`config.mk`:
```
export PLATFORM = sky130hd
export DESIGN_NAME = wb_arbiter2
export DESIGN_NICKNAME = d
export VERILOG_FILES = /design/src/rtl/wb_arb_pkg.sv /design/src/rtl/wb_arb_timeout.sv /design/src/rtl/wb_arbiter2.sv
export SDC_FILE = /design/constraint.sdc
export NUM_CORES = 1
export LEC_CHECK = 0
export ABC_AREA = 1
export CAP_MARGIN = 20
export CORE_MARGIN = 4
export CORE_UTILIZATION = 26
export CTS_BUF_LIST = sky130_fd_sc_hd__clkbuf_2
export CTS_CLUSTER_SIZE = 10
export DETAILED_ROUTE_END_ITERATION = 8
export PLACE_DENSITY_LB_ADDON = 0.1
export SYNTH_ARGS = -nofsm -noshare
export SYNTH_HDL_FRONTEND = slang
export SYNTH_SLANG_ARGS = --single-unit
```
`constraint.sdc`:
```
create_clock -name clk -period 4 [get_ports clk]
set_input_delay 0.8 -clock clk [delete_from_list [all_inputs] [get_ports clk]]
set_output_delay 0.8 -clock clk [all_outputs]
set_load 0.01 [all_outputs]
```
`src/rtl/wb_arb_pkg.sv`:
```
// Shared types and constants for the two-master Wishbone arbiter.
package wb_arb_pkg;

    typedef enum logic [1:0] {
        ARB_IDLE = 2'd0,
        ARB_GNT0 = 2'd1,
        ARB_GNT1 = 2'd2
    } arb_state_e;

    localparam int TO_CYCLES_DEF = 255;

    localparam logic M0 = 1'b0;
    localparam logic M1 = 1'b1;

endpackage

```
`src/rtl/wb_arb_timeout.sv`:
```
// Watchdog for a stalled Wishbone transfer: raises a one-cycle expire pulse
// after TO_CYCLES consecutive stalled cycles without an intervening clear.
module wb_arb_timeout
    import wb_arb_pkg::*;
#(
    parameter int TO_CYCLES = TO_CYCLES_DEF,
    parameter int TO_WIDTH  = 8
) (
    input  logic clk,
    input  logic rst,
    input  logic clear,
    input  logic stall,
    output logic expire
);

    localparam logic [TO_WIDTH-1:0] LIMIT = TO_WIDTH'(TO_CYCLES - 1);

    logic [TO_WIDTH-1:0] cnt_q, cnt_d;
    logic                expire_q, expire_d;

    // Clear wins over stall so a grant change never leaks an error to the new owner.
    always_comb begin
        cnt_d    = cnt_q;
        expire_d = 1'b0;
        if (clear) begin
            cnt_d = '0;
        end else if (stall) begin
            if (cnt_q == LIMIT) begin
                cnt_d    = '0;
                expire_d = 1'b1;
            end else begin
                cnt_d = cnt_q + 1'b1;
            end
        end
    end

    always_ff @(posedge clk or negedge rst) begin
        if (!rst) begin
            cnt_q    <= '0;
            expire_q <= 1'b0;
        end else begin
            cnt_q    <= cnt_d;
            expire_q <= expire_d;
        end
    end

    assign expire = expire_q;

endmodule

```
`src/rtl/wb_arbiter2.sv`:
```
// Round-robin two-master Wishbone arbiter; the grant is held for a whole bus cycle.
// Define WB_ARB_TIMEOUT_EN to build the stalled-cycle watchdog (m0_err/m1_err).
module wb_arbiter2
    import wb_arb_pkg::*;
#(
    parameter int DATA_WIDTH = 16,
    parameter int ADDR_WIDTH = 16,
    parameter int TO_CYCLES  = TO_CYCLES_DEF,
    parameter int TO_WIDTH   = 8
) (
    input  logic                  clk,
    input  logic                  rst,

    input  logic                  m0_cycle,
    input  logic                  m0_strobe,
    input  logic                  m0_write,
    input  logic [ADDR_WIDTH-1:0] m0_addr,
    input  logic [DATA_WIDTH-1:0] m0_wrData,
    output logic                  m0_ack,
    output logic                  m0_err,
    output logic [DATA_WIDTH-1:0] m0_rdData,

    input  logic                  m1_cycle,
    input  logic                  m1_strobe,
    input  logic                  m1_write,
    input  logic [ADDR_WIDTH-1:0] m1_addr,
    input  logic [DATA_WIDTH-1:0] m1_wrData,
    output logic                  m1_ack,
    output logic                  m1_err,
    output logic [DATA_WIDTH-1:0] m1_rdData,

    output logic                  glob_cycle,
    output logic                  glob_strobe,
    output logic                  glob_write,
    output logic [ADDR_WIDTH-1:0] glob_addr,
    output logic [DATA_WIDTH-1:0] glob_wrData,
    input  logic                  glob_ack,
    input  logic [DATA_WIDTH-1:0] glob_rdData,

    output logic [1:0]            gnt
);

    arb_state_e state_q, state_d;
    logic       last_q, last_d;

    always_comb begin
        state_d = state_q;
        last_d  = last_q;
        unique case (state_q)
            ARB_IDLE: begin
                if (m0_cycle && m1_cycle) begin
                    state_d = (last_q == M1) ? ARB_GNT0 : ARB_GNT1;
                end else if (m0_cycle) begin
                    state_d = ARB_GNT0;
                end else if (m1_cycle) begin
                    state_d = ARB_GNT1;
                end
            end
            // A released grant hands straight over to a waiting master.
            ARB_GNT0: if (!m0_cycle) state_d = m1_cycle ? ARB_GNT1 : ARB_IDLE;
            ARB_GNT1: if (!m1_cycle) state_d = m0_cycle ? ARB_GNT0 : ARB_IDLE;
            default:  state_d = ARB_IDLE;
        endcase
        if (state_d == ARB_GNT0) last_d = M0;
        else if (state_d == ARB_GNT1) last_d = M1;
    end

    always_ff @(posedge clk or negedge rst) begin
        if (!rst) begin
            state_q <= ARB_IDLE;
            last_q  <= M1;
        end else begin
            state_q <= state_d;
            last_q  <= last_d;
        end
    end

    always_comb begin
        glob_cycle  = 1'b0;
        glob_strobe = 1'b0;
        glob_write  = 1'b0;
        glob_addr   = '0;
        glob_wrData = '0;
        unique case (state_q)
            ARB_GNT0: begin
                glob_cycle  = m0_cycle;
                glob_strobe = m0_strobe;
                glob_write  = m0_write;
                glob_addr   = m0_addr;
                glob_wrData = m0_wrData;
            end
            ARB_GNT1: begin
                glob_cycle  = m1_cycle;
                glob_strobe = m1_strobe;
                glob_write  = m1_write;
                glob_addr   = m1_addr;
                glob_wrData = m1_wrData;
            end
            default: ;
        endcase
    end

    assign m0_ack    = glob_ack & (state_q == ARB_GNT0);
    assign m1_ack    = glob_ack & (state_q == ARB_GNT1);
    assign m0_rdData = glob_rdData;
    assign m1_rdData = glob_rdData;
    assign gnt       = {state_q == ARB_GNT1, state_q == ARB_GNT0};

`ifdef WB_ARB_TIMEOUT_EN
    logic to_stall, to_clear, to_expire;

    assign to_stall = glob_cycle & glob_strobe & ~glob_ack;
    assign to_clear = ~glob_strobe | glob_ack | (state_d != state_q);

    wb_arb_timeout #(
        .TO_CYCLES (TO_CYCLES),
        .TO_WIDTH  (TO_WIDTH)
    ) u_timeout (
        .clk    (clk),
        .rst    (rst),
        .clear  (to_clear),
        .stall  (to_stall),
        .expire (to_expire)
    );

    assign m0_err = to_expire & (state_q == ARB_GNT0);
    assign m1_err = to_expire & (state_q == ARB_GNT1);
`else
    assign m0_err = 1'b0;
    assign m1_err = 1'b0;
`endif

endmodule

```
==> impl_results.md <==
- RSZ-0062 raised after global routing: false
- Clk_lat worst skew: 0.20 ns
- Syn avg cell area: 5.65 um2
- Via count: 1,365
- WL/cell: 14.2 um
- WL met1: 1870 um
- Hold_ws: 0.485 ns
- Slew of the pin with the lowest slew margin: 0.582 ns
- Reg clk slew, reported paths: 0.04 ns
- Met3 routed WL: 442 um
- Most frequent cells in the layout: 111 x clkdlybuf4s50_1, 83 x nand2_1, 36 x a21oi_1, 8 x inv_1, 6 x ha_1
- Distinct cell type count after synthesis: 18
- Initial Utilization: 27.2%
- Port buffer count: 111
- Placed insts: 313
- Setup CP Type: register to output port
- Share of layout cells above drive strength 1: 4.87%
- IO Pins: 162
- Post-Layout Cell Count: 317
- Number of global-route vias before repair: 1,274
- GP Congestion: 0.782
- Post-synthesis cell area: 0.00110 mm2
- Status: finished clean
- Total GRT Usage: 15.8%
- Worst Clk Skew: 0.000813 ns
- Fin nets: 363
- Die W: 72.9 um
- ANT nets after route: 0
- Via density: 4.31
- Pleak: 0.770 nW
- ANT cells: 0
- Final hold vios: 0
- TritonCTS Buffers: 3
- Final Core Density: 49.3%
- CP required: 3.20 ns
- Min-Delay Path Depth: 2
- Residual DRC: 0
- H-tree lvl count: 1
- Clock Path Buffers: 2
- Crit. End Element: output port
- Maximum fanout along the worst path: 25
- Full die area: 0.00532 mm2
- Largest net degree at the start of global routing: 36
- CTS tree: yes
- Reg-to-Reg Start: state_q[0]$_DFF_PN0_
- Mapped Cells: 194
- Critical Path AT: 2.28 ns
- Crit path launch type: register
- R2r setup slk: 1.76 ns
- Pre-Repair DR Iteration Count: 6
- Seq cells post-synth: 3
- Worst Reg-to-Reg Cells: 12
- Hpwl dp: 3550 um
- Dpl cell area: 0.00196 mm2
- Seq/Total Area, Yosys: 6.96%
- Core Area: 0.00403 mm2
- WL met2: 2170 um
- Period utilization: 77.1%
- Hold endpoint: last_q$_DFFE_PN1P_
- RR Endpoint: last_q$_DFFE_PN1P_
- Global-route wire length before repair: 6740 um
- Design area: 0.00198 mm2
- Die Ht: 72.9 um
- CTS Sinks: 3
- Max_cap viols: 0
- Setup Viol. Count Final: 0
- Commonest non-fill, non-tap cell in the layout: clkdlybuf4s50_1
- Worst min path class: register to register
- Initial antenna violation count: 0
- Final min period: 3.08 ns
- Hold buffers post-CTS: 0
- Remaining global-route overflow: 0
- Power Density: 483 mW/mm2
- Synth-to-layout area growth: 81.0%
- TNS Setup: 0 ns
- Post_cts resized: 0
- Clock root cell: clkbuf_2
- Rel. slew slack: 61.2%
- # Post-CTS Setup Buffers: 0
- Max Slew Vio Count: 0
- Drt total wl: 4500 um
- Initial drt markers: 82
- Uppermost layer routed: met4
- Max Clock Freq: 324 MHz
- Yosys Warn Count: 0
- Site Rows: 23
- Hold path start: last_q$_DFFE_PN1P_
- VDD IR max: 0.341 mV
kinds of logic (layout without fill, tap and decap cells):
logic type | Yosys count | count (layout) | synth area share, %
simple gates | 90 | 90 | 32.4
other cells | 1 | 2 | 0.342
buf+inv | 55 | 127 | 35.3
flops | 3 | 3 | 6.96
compound gates | 39 | 39 | 18.2
fa+ha+maj | 6 | 6 | 6.85
flip-flops by register name, summed over array words and instances (netlist names):
register / count
state_q: 2
last_q: 1
power by group:
group / leakage [nW] / internal [mW] / switching (mW)
logic: 0.717 / 0.410 / 0.440
registers: 0.0360 / 0.0495 / 0.0161
clock network: 0.0166 / 0.0264 / 0.0165
total: 0.770 / 0.486 / 0.472
worst max-delay path, cell delays in order, from the launching register on:
cell and delay [ns]:
dfrtp_1 0.44, inv_1 0.13, ha_1 0.50, buf_12 0.24
nand2_2 0.08, a21oi_1 0.13, clkdlybuf4s50_1 0.55
synthesized netlist by cell type:
cell | instances | area [um2]
nand2_1 | 83 | 312
buf_4 | 37 | 278
a21oi_1 | 36 | 180
inv_1 | 8 | 30.0
ha_1 | 6 | 75.1
buf_6 | 4 | 45.0
nand3_1 | 4 | 20.0
clkbuf_1 | 2 | 7.51
dfrtp_1 | 2 | 50.1
inv_2 | 2 | 7.51
nand2_2 | 2 | 12.5
o21ai_0 | 2 | 10.0
a21oi_2 | 1 | 8.76
buf_2 | 1 | 5.00
clkbuf_8 | 1 | 13.8
conb_1 | 1 | 3.75
dfstp_2 | 1 | 26.3
nand2_4 | 1 | 11.3
metrics by stage:
stage,total power [mW],setup WS [ns]
after floorplan,0.579,1.92
after global placement,0.935,1.06
after detailed placement,0.932,1.07
after CTS,0.979,0.876
after global routing,1.06,0.686
final,0.959,0.915
worst max-delay path by stage:
| stage | slack, ns | depth (start not counted) | end | startpoint |
|---|---|---|---|---|
| after floorplan | 1.92 | 6 | glob_addr[0] | state_q[0]$_DFF_PN0_ |
| after global placement | 1.06 | 4 | glob_cycle | m1_cycle |
| after detailed placement | 1.07 | 4 | glob_cycle | m1_cycle |
| after CTS | 0.88 | 6 | glob_addr[13] | state_q[0]$_DFF_PN0_ |
| after global routing | 0.69 | 6 | glob_addr[14] | state_q[0]$_DFF_PN0_ |
| final | 0.92 | 6 | glob_cycle | state_q[0]$_DFF_PN0_ |
cell type report:
cell class | instances | area (um2)
tap | 50 | 62.6
multi-input combinational | 137 | 637
fill | 395 | 2040
timing repair buffer | 113 | 1150
inverter | 10 | 37.5
sequential | 3 | 76.3
clock buffer | 4 | 20.0
metal layers:
| metal | GRT usage (%) | up-vias |
|---|---|---|
| met5 | 0 | - |
| met4 | 2.87 | 0 |
| met3 | 3.31 | 6 |
| met2 | 25.2 | 66 |
| met1 | 22.0 | 577 |
| li1 | - | 716 |
Power figures use the tool's default switching activity.
